$ cat config.mk
export PLATFORM = sky130hd
export DESIGN_NAME = led_matrix_pwm_driver
export DESIGN_NICKNAME = d
export VERILOG_FILES = /design/src/rtl/led_matrix_pwm_driver_pkg.sv /design/src/rtl/led_matrix_pwm_driver_scan_timer.sv /design/src/rtl/led_matrix_pwm_driver.sv
export SDC_FILE = /design/constraint.sdc
export NUM_CORES = 2
export LEC_CHECK = 0
export BUFFER_PORTS_ARGS = -buffer_cell sky130_fd_sc_hd__buf_2
export CORE_MARGIN = 1.5
export CORE_UTILIZATION = 38
export CTS_CLUSTER_SIZE = 10
export DETAILED_ROUTE_END_ITERATION = 12
export GPL_TIMING_DRIVEN = 0
export PLACE_DENSITY_LB_ADDON = 0.3
export SLEW_MARGIN = 20
export SYNTH_ARGS = -nofsm -noshare
export SYNTH_HDL_FRONTEND = slang
export SYNTH_SLANG_ARGS = --single-unit
$ cat constraint.sdc
create_clock -name CLK -period 4.3 [get_ports CLK]
set_clock_uncertainty 0.2 [all_clocks]
set_input_delay 0 -clock CLK [delete_from_list [all_inputs] [get_ports CLK]]
set_output_delay 0 -clock CLK [all_outputs]
set_load 0.01 [all_outputs]
$ cat src/rtl/led_matrix_pwm_driver_pkg.sv
// led_pkg
// Shared definitions for the bicolour LED matrix PWM driver.
//   row_width()  : width of a row index for a given row count
//   pixel_t      : one colour intensity of one pixel (default geometry)
//   frame_t      : one full colour plane (default geometry)
//   scan_state_t : scan controller states
// No ports.
package led_pkg;

    localparam int DEFAULT_ROWS     = 16;
    localparam int DEFAULT_COLS     = 16;
    localparam int DEFAULT_PWM_BITS = 2;

    // A single-row matrix still needs a one-bit row select.
    function automatic int row_width(input int rows);
        return (rows > 1) ? $clog2(rows) : 1;
    endfunction

    // Default-geometry types; parameterised modules build their own
    // equivalents from their parameters.
    typedef logic [DEFAULT_PWM_BITS-1:0] pixel_t;
    typedef pixel_t [DEFAULT_ROWS-1:0][DEFAULT_COLS-1:0] frame_t;

    typedef enum logic [1:0] {
        RESET = 2'd0,
        SCAN  = 2'd1,
        SWAP  = 2'd2
    } scan_state_t;

endpackage

$ cat src/rtl/led_matrix_pwm_driver_scan_timer.sv
// led_scan_timer
// Prescaler, PWM phase counter and row counter for the matrix scan.
//   CLK, RST_N   : clock, asynchronous active-low reset
//   EnableCount  : counters advance only while high
//   tick         : one scan step happens at the end of this cycle
//   phase        : current PWM phase within the row
//   row          : current row
//   boundary     : counters sit on the last row and last phase
module led_scan_timer import led_pkg::*; #(
    parameter int ROWS     = 16,
    parameter int PWM_BITS = 2,
    parameter int FREQDIV  = 0
) (
    input  logic                       CLK,
    input  logic                       RST_N,
    input  logic                       EnableCount,
    output logic                       tick,
    output logic [PWM_BITS-1:0]        phase,
    output logic [row_width(ROWS)-1:0] row,
    output logic                       boundary
);

    localparam int ROW_W = row_width(ROWS);

    logic presc_wrap;
    logic last_phase;
    logic last_row;

    // The prescaler only exists when a divide is requested; with no divide
    // every enabled clock is a scan tick.
    generate
        if (FREQDIV == 0) begin : g_no_prescale
            assign presc_wrap = 1'b1;
        end else begin : g_prescale
            logic [FREQDIV-1:0] prescaler;

            always_ff @(posedge CLK or negedge RST_N) begin
                if (!RST_N) begin
                    prescaler <= '0;
                end else if (EnableCount) begin
                    prescaler <= prescaler + FREQDIV'(1);
                end
            end

            assign presc_wrap = &prescaler;
        end
    endgenerate

    assign tick       = EnableCount & presc_wrap;
    assign last_phase = &phase;
    // Compared against ROWS-1 so a row count below the counter range wraps early.
    assign last_row   = (row == ROW_W'(ROWS - 1));
    assign boundary   = last_row & last_phase;

    // Phase runs every tick; row advances when the phase wraps.
    always_ff @(posedge CLK or negedge RST_N) begin
        if (!RST_N) begin
            phase <= '0;
            row   <= '0;
        end else if (tick) begin
            phase <= phase + PWM_BITS'(1);
            if (last_phase) begin
                row <= last_row ? '0 : row + ROW_W'(1);
            end
        end
    end

endmodule

$ cat src/rtl/led_matrix_pwm_driver.sv
// led_matrix_pwm_driver
// Bicolour ROWS x COLS LED matrix scanner with per-pixel PWM and a
// tear-free double buffer.
//   CLK, RST_N            : clock, asynchronous active-low reset
//   EnableCount           : run/freeze the scan
//   RedPixels, GrnPixels  : frame data, sampled when FrameValid && FrameReady
//   FrameValid/FrameReady : frame handshake into the shadow buffer
//   FrameStart            : pulse aligned with the first row-0 output of a frame
//   RowSel                : row being driven
//   RedCols, GrnCols      : column drive; bit COLS-1-c shows pixel column c
module led_matrix_pwm_driver import led_pkg::*; #(
    parameter int ROWS     = 16,
    parameter int COLS     = 16,
    parameter int PWM_BITS = 2,
    parameter int FREQDIV  = 0
) (
    input  logic                                    CLK,
    input  logic                                    RST_N,
    input  logic                                    EnableCount,
    input  logic [ROWS-1:0][COLS-1:0][PWM_BITS-1:0] RedPixels,
    input  logic [ROWS-1:0][COLS-1:0][PWM_BITS-1:0] GrnPixels,
    input  logic                                    FrameValid,
    output logic                                    FrameReady,
    output logic                                    FrameStart,
    output logic [row_width(ROWS)-1:0]              RowSel,
    output logic [COLS-1:0]                         RedCols,
    output logic [COLS-1:0]                         GrnCols
);

    localparam int ROW_W = row_width(ROWS);

    typedef logic [ROWS-1:0][COLS-1:0][PWM_BITS-1:0] plane_t;

    plane_t              shadow_red;
    plane_t              shadow_grn;
    plane_t              active_red;
    plane_t              active_grn;
    logic                pending;
    logic                capture;
    logic                swap_en;
    logic                tick;
    logic                boundary;
    logic                boundary_q;
    logic [PWM_BITS-1:0] phase;
    logic [ROW_W-1:0]    row;
    logic [COLS-1:0]     red_next;
    logic [COLS-1:0]     grn_next;
    scan_state_t         state;
    scan_state_t         state_next;

    led_scan_timer #(
        .ROWS     (ROWS),
        .PWM_BITS (PWM_BITS),
        .FREQDIV  (FREQDIV)
    ) u_timer (
        .CLK         (CLK),
        .RST_N       (RST_N),
        .EnableCount (EnableCount),
        .tick        (tick),
        .phase       (phase),
        .row         (row),
        .boundary    (boundary)
    );

    assign FrameReady = ~pending;
    assign capture    = FrameValid & ~pending;

    // Scan controller state register.
    always_ff @(posedge CLK or negedge RST_N) begin
        if (!RST_N) begin
            state <= RESET;
        end else begin
            state <= state_next;
        end
    end

    // SWAP marks the single cycle after a frame boundary that promoted the shadow.
    always_comb begin
        state_next = state;
        case (state)
            RESET:   state_next = SCAN;
            SCAN:    if (tick && boundary && pending) state_next = SWAP;
            SWAP:    state_next = SCAN;
            default: state_next = RESET;
        endcase
    end

    // The copy happens on the boundary tick itself so row 0 of the new frame
    // is already computed from the new buffer.
    always_comb begin
        swap_en = 1'b0;
        if (state == SCAN) begin
            swap_en = tick & boundary & pending;
        end
    end

    // Shadow capture, shadow-to-active promotion and the pending flag.
    // Capture and swap are mutually exclusive because capture needs !pending.
    always_ff @(posedge CLK or negedge RST_N) begin
        if (!RST_N) begin
            shadow_red <= '0;
            shadow_grn <= '0;
            active_red <= '0;
            active_grn <= '0;
            pending    <= 1'b0;
        end else begin
            if (capture) begin
                shadow_red <= RedPixels;
                shadow_grn <= GrnPixels;
            end
            if (swap_en) begin
                active_red <= shadow_red;
                active_grn <= shadow_grn;
            end
            if (swap_en) begin
                pending <= 1'b0;
            end else if (capture) begin
                pending <= 1'b1;
            end
        end
    end

    // PWM compare: intensity 0 never lights, full scale misses only the top phase.
    always_comb begin
        red_next = '0;
        grn_next = '0;
        for (int c = 0; c < COLS; c++) begin
            red_next[COLS-1-c] = active_red[row][c] > phase;
            grn_next[COLS-1-c] = active_grn[row][c] > phase;
        end
    end

    // Output registers trail the counters by one cycle; FrameStart is delayed
    // twice so it lines up with the first registered row-0 output.
    always_ff @(posedge CLK or negedge RST_N) begin
        if (!RST_N) begin
            RowSel     <= '0;
            RedCols    <= '0;
            GrnCols    <= '0;
            boundary_q <= 1'b0;
            FrameStart <= 1'b0;
        end else begin
            RowSel     <= row;
            RedCols    <= red_next;
            GrnCols    <= grn_next;
            boundary_q <= tick & boundary;
            FrameStart <= boundary_q;
        end
    end

endmodule

==> results summary, run 1 <==
The biggest area contributor in the post-synthesis netlist is dfrtp_1. The global placer's final weighted congestion came out at 0.8949. In the post-synthesis netlist, the biggest area contributors are dfrtp_1 61%, mux2_2 25%, mux4_2 3.3%. The total instance count after detailed placement is 9457.

The count of hold-fix buffers inserted at cts came out at slightly below 2000. In this run the deepest clock path goes through 3 buffers. The number of distinct standard cells referenced by the synthesized netlist is 32.

The starting density of the core came out at 38.35%. The number of sinks on the clock net is 2095. The cell count after synthesis came out at 5338.

The sequential cell area fraction in the yosys report came out at 60.61%. The synthesized area came out at 86500 sq um. The flow did not finish.

The number of register bits inferred by synthesis is 2095. The root buffer cell chosen for the clock tree is clkbuf_16. The post-cts gate resize count came out at 10. The count of input and output buffers is between 1000 and 1500. During synthesis, Yosys emitted a total of 0 warnings. The x dimension of the die is approximately 480 microns.

The share of the synthesized area in the top cell type is 60.61%. The number of CTS-inserted buffers is 235. Buffers added to address setup during post-CTS repair amount to 0.

The number of nets in the synthesized netlist came out at around 6400. The number of standard-cell rows in the floorplan is roughly 170. The tool reported: "[ERROR RSZ-0060] Max buffer count reached". The detailed placement HPWL came out at 244800 microns. It got as far as clock tree synthesis (4_1_cts) and failed there. CTS built an H-tree with a depth of 4.

The chip height is ~480 microns. The average cell area after synthesis is 16.20 sq um. The number of top-level pins is 1066.
synthesized netlist by cell type:
master    count
buf_1        12
and4b_1       1
and3_1        1
a21oi_1      64
buf_2       172
and2_1        1
o21ai_0      34
xor2_1        1
nor2b_1       2
mux2i_1     256
a221oi_1    160
inv_1        34
o31ai_1       1
nand2_1      35
buf_6        17
mux2_1       40
ha_1         66
nand4_1       1
xnor2_1       1
nand3_1       1
mux2_2     1909
mux4_2      128
o21a_1       32
nor2_1        2
a21o_1        2
a22oi_1      33
and3_4        1
mux2_4      100
dfrtp_1    2095
inv_2         1
nor3_1        1
clkbuf_1    134
per-stage QoR:
| stage | TNS (ps) | instance area (sq um) | worst slack, ps |
|---|---|---|---|
| after detailed placement | -1200 | 96710 | -345.3 |
| after global placement | - | 95570 | -43370 |
| after floorplan | 0 | 86500 | 1501 |
cell families after synthesis:
family,Yosys count,share of synthesized area (%)
buffers and inverters,370,2.002
and+or+nand+nor,46,0.2329
muxes,2433,33.40
xor gates and xnor gates,2,0.02025
adders and majority gates,66,0.9547
AOI/OAI and AO/OA,326,2.777
DFF,2095,60.61
==> run 2: changes to the inputs <==
- CORE_UTILIZATION: 38 -> 23
- CTS_CLUSTER_SIZE: 10 -> default
- PLACE_DENSITY_LB_ADDON: 0.3 -> 0.15
==> run 2 against run 1 <==
  * The flow now finishes without violations
  * Synthesized cell count stayed put
  * Synthesized area is the same
==> results summary, run 2 <==
The most common cell after layout, fill and taps aside is dfrtp_1. The maximum resistive drop on vdd is between 0.3 and 0.4 mV. The remaining global-route overflow is 0. The slowest stage of the critical path is the a221oi_1 cell. The warning count from the yosys run came out at 0 (unchanged). The count of pins over their slew limit was 0. Most numerous cell types in the synthesized netlist: 2095 x dfrtp_1, 1909 x mux2_2, 256 x mux2i_1 (unchanged).

The utilization of the core after routing is 34.51%. Dividing the detail-routed via count by the number of cells gives 4.360. Dominant cells by area after synthesis: dfrtp_1 61%, mux2_2 25%, mux4_2 3.3% (unchanged).

The number of sinks on the clock net is 2095 (unchanged). The buffering stage count on the worst path with inverters included came out at 4. The leading register cell type out of synthesis was dfrtp_1 (unchanged). The DRC violation total after the first TritonRoute iteration came out at 3321. The number of instances in the synthesized netlist came to 5338 (unchanged). The count of input and output buffers is 1065 (unchanged). The area of the placeable core is 375000 sq um. STA classifies the critical path startpoint as a flop. The share of the synthesized area in the top cell type is 60.61% (unchanged). The most frequent cell after synthesis was dfrtp_1 (unchanged). The global placer's final weighted congestion is 0.8291 (was 0.8949). The relative max-transition margin came out at under 10%. The maximum number of pins on one net before global-route repair came out at 134. The number of distinct standard cells referenced by the synthesized netlist came out at 32 (unchanged). For the finished layout, the period the worst path requires is 4215 ps.

The vias after detailed routing came out at 61500. STA classifies the critical path endpoint as a flop. The startpoint identified for the worst register-to-register timing path is u_timer.row[0]. For this design the ratio of total power to cell area is approximately 460 nW/um^2. Of all nets on the critical path, the largest fanout is 10. The number of top-level pins came to 1066 (unchanged). The portion of the clock cycle consumed by the worst path in the final layout came out at a little over nine tenths. The biggest cell delay along the critical path is approximately 1200 ps. The number of nets in the synthesized netlist came out at 6432 (unchanged). From synthesis to final layout, the design area changed by 49.60%. The fraction of final layout cells sized beyond drive strength 1 is 44.28%. The worst hold path belongs to the class flop to flop. The number of global-route vias before repair is 66530. The starting density of the core came out at 23.07% (was 38.35%).

The first global-routing pass estimated 541900 microns of wire. The number of maximum-capacitance violations came out at 0. The number of enable-type register cells in the synthesized netlist is 0 (unchanged).

Leaving out fill and tap cells, the most frequent cells in the layout are 2094 x dfrtp_1, 2054 x dlygate4sd3_1, 1909 x mux2_2. The library cell occupying the most area in the post-synthesis netlist is dfrtp_1 (unchanged). The number of CTS-inserted buffers is 268 (was 235). Among cell families on the critical path, the largest total delay comes from compound AO/OA/AOI/OAI gates. In this run the worst setup path begins at u_timer.row[0]. In this run the most critical hold path is launched from boundary_q. The DRC violations left is 0. The critical path in this run is classified as flop to flop.

The number of levels the H-tree was split into is 5 (was 4). The floorplan step defined a die boundary enclosing ~380000 sq um. The transition time of the tightest slew-check pin is 1432 ps.

The endpoint arrival time on the critical path is 4820 ps. Run status: complete, no violations (was stopped before the end). The maximum root-to-sink buffer count is 4 (was 3).

The number of register bits inferred by synthesis was 2095 (unchanged). The peak clock frequency supported by timing came out at 0.2373 GHz. The number of failing hold endpoints at the final stage came out at 0.

The buffer type at the clock tree root is clkbuf_16 (unchanged). Summed over all layers, the routed wires come to ~400000 microns. The fill cell instance count of the final layout came out at 36940.

The chip height came out at 616.3 microns (was 480.1 microns). The number of standard-cell rows in the floorplan is 225 (was 174). The setup fix buffers added after clock tree synthesis is 0 (unchanged). The average wire length per cell after detail routing came out at 28.22 microns. The detailed placement HPWL came out at 304700 microns (was 244800 microns). The clock latency at the later pin of the worst-skew pair came out at around 900 ps. Walking the worst path, the cells encountered are clkbuf_4, clkbuf_1, buf_2, mux2i_1, a221oi_1, o21a_1, a221oi_1, ha_1, inv_1, a21oi_1, a21oi_1. The x dimension of the die is 616.3 microns (was 480.1 microns).

The number of failing setup endpoints in the final timing report came out at 0. The average cell area after synthesis is 16.20 sq um (unchanged). The post-layout net count came out at 9900. The setup total negative slack came out at 0 ps. STA puts the critical path data required time at 4910 ps.

The sequential cell area fraction in the yosys report came out at 60.61% (unchanged). The post-synthesis async set-or-reset flop share was 100.0% (unchanged). The initial antenna violation count is 220.

The post-CTS clock slew at the launch and capture registers of the worst setup and hold paths came out at 60 ps. The overall track demand over capacity in global routing came out at around a fifth. The post-detailed-route count of antenna-violating nets is 0.

The CTS tree is done. The static leakage power came out at about 60 nW. The synthesized area came out at 86500 sq um (unchanged).

The number of detailed-routing iterations run before antenna repair is 5.
run 2: cell type report:
cell class / count / area (sq um) / area share (%)
Antenna cell: 103 / 257.7 / 0.1992
Buffer: 334 / 1707 / 1.319
Clock buffer: 392 / 7920 / 6.121
Clock inverter: 80 / 932.1 / 0.7204
Inverter: 35 / 131.4 / 0.1015
Multi-Input combinational cell: 2873 / 32730 / 25.29
Sequential cell: 2095 / 52430 / 40.52
Tap cell: 4994 / 6248 / 4.829
Timing Repair Buffer: 3199 / 27040 / 20.90
run 2: worst paths after layout:
kind                                         to  slack (ps)  depth (start not counted)
worst max-delay path                 GrnCols[6]          90                         11
worst min-delay path                 FrameStart         150                          0
worst max register to register       GrnCols[6]          90                         11
worst min register to register       FrameStart         150                          0
max in group asynchronous       shadow_red[359]         680                          8
min in group asynchronous       shadow_red[150]         200                          4
run 2: through the flow:
step / total power [mW] / setup WS (ps) / area [sq um] / hold WS [ps] / cells
6_report: 60.14 / 85.46 / 129400 / 148.1 / 14110
5_1_grt: 62.67 / -23.42 / 129400 / 158.9 / 14090
4_1_cts: 61.13 / -94.30 / 129100 / 93.08 / 14000
3_5_place_dp: 36.17 / -903.4 / 99460 / -92.29 / 11470
3_3_place_gp: 35.42 / -47390 / 98080 / 32.79 / 11400
2_1_floorplan: 28.01 / 1501 / 86500 / -495.6 / 5338
run 2: timing repair:
item	CTS	global route
endpoints found under the setup margin	31	12
hold endpoints to repair	1694	0
gates resized for setup	44	12
hold buffers	2054	0
run 2: cell families after synthesis:
| family | share of synthesized area (%) |
|---|---|
| flip-flops | 60.61 |
| AO/OA/AOI/OAI | 2.777 |
| AND/OR/NAND/NOR | 0.2329 |
| buffers and inverters | 2.002 |
| multiplexers | 33.40 |
| XOR/XNOR | 0.02025 |
| adder cells (fa/ha/maj) | 0.9547 |
run 2: layer usage:
metal  global-route usage [%]  wire length, microns  share of wire [%]  up-vias
met5                        0                   510               0.13        -
met4                    9.488                 20050                5.0       84
met3                    3.219                 15860                4.0      806
met2                    35.28                196000                 49     1557
met1                    25.38                165600                 42    32250
li1                         -                     -                  -    26810
run 2: where the power goes:
group / switching (mW) / leakage (nW) / internal [mW] / total, mW
logic: 9.06 / 27.8 / 5.85 / 14.9
clock network: 9.45 / 4.36 / 13.5 / 22.9
registers: 1.01 / 27.6 / 21.3 / 22.3
Power figures use the tool's default switching activity.
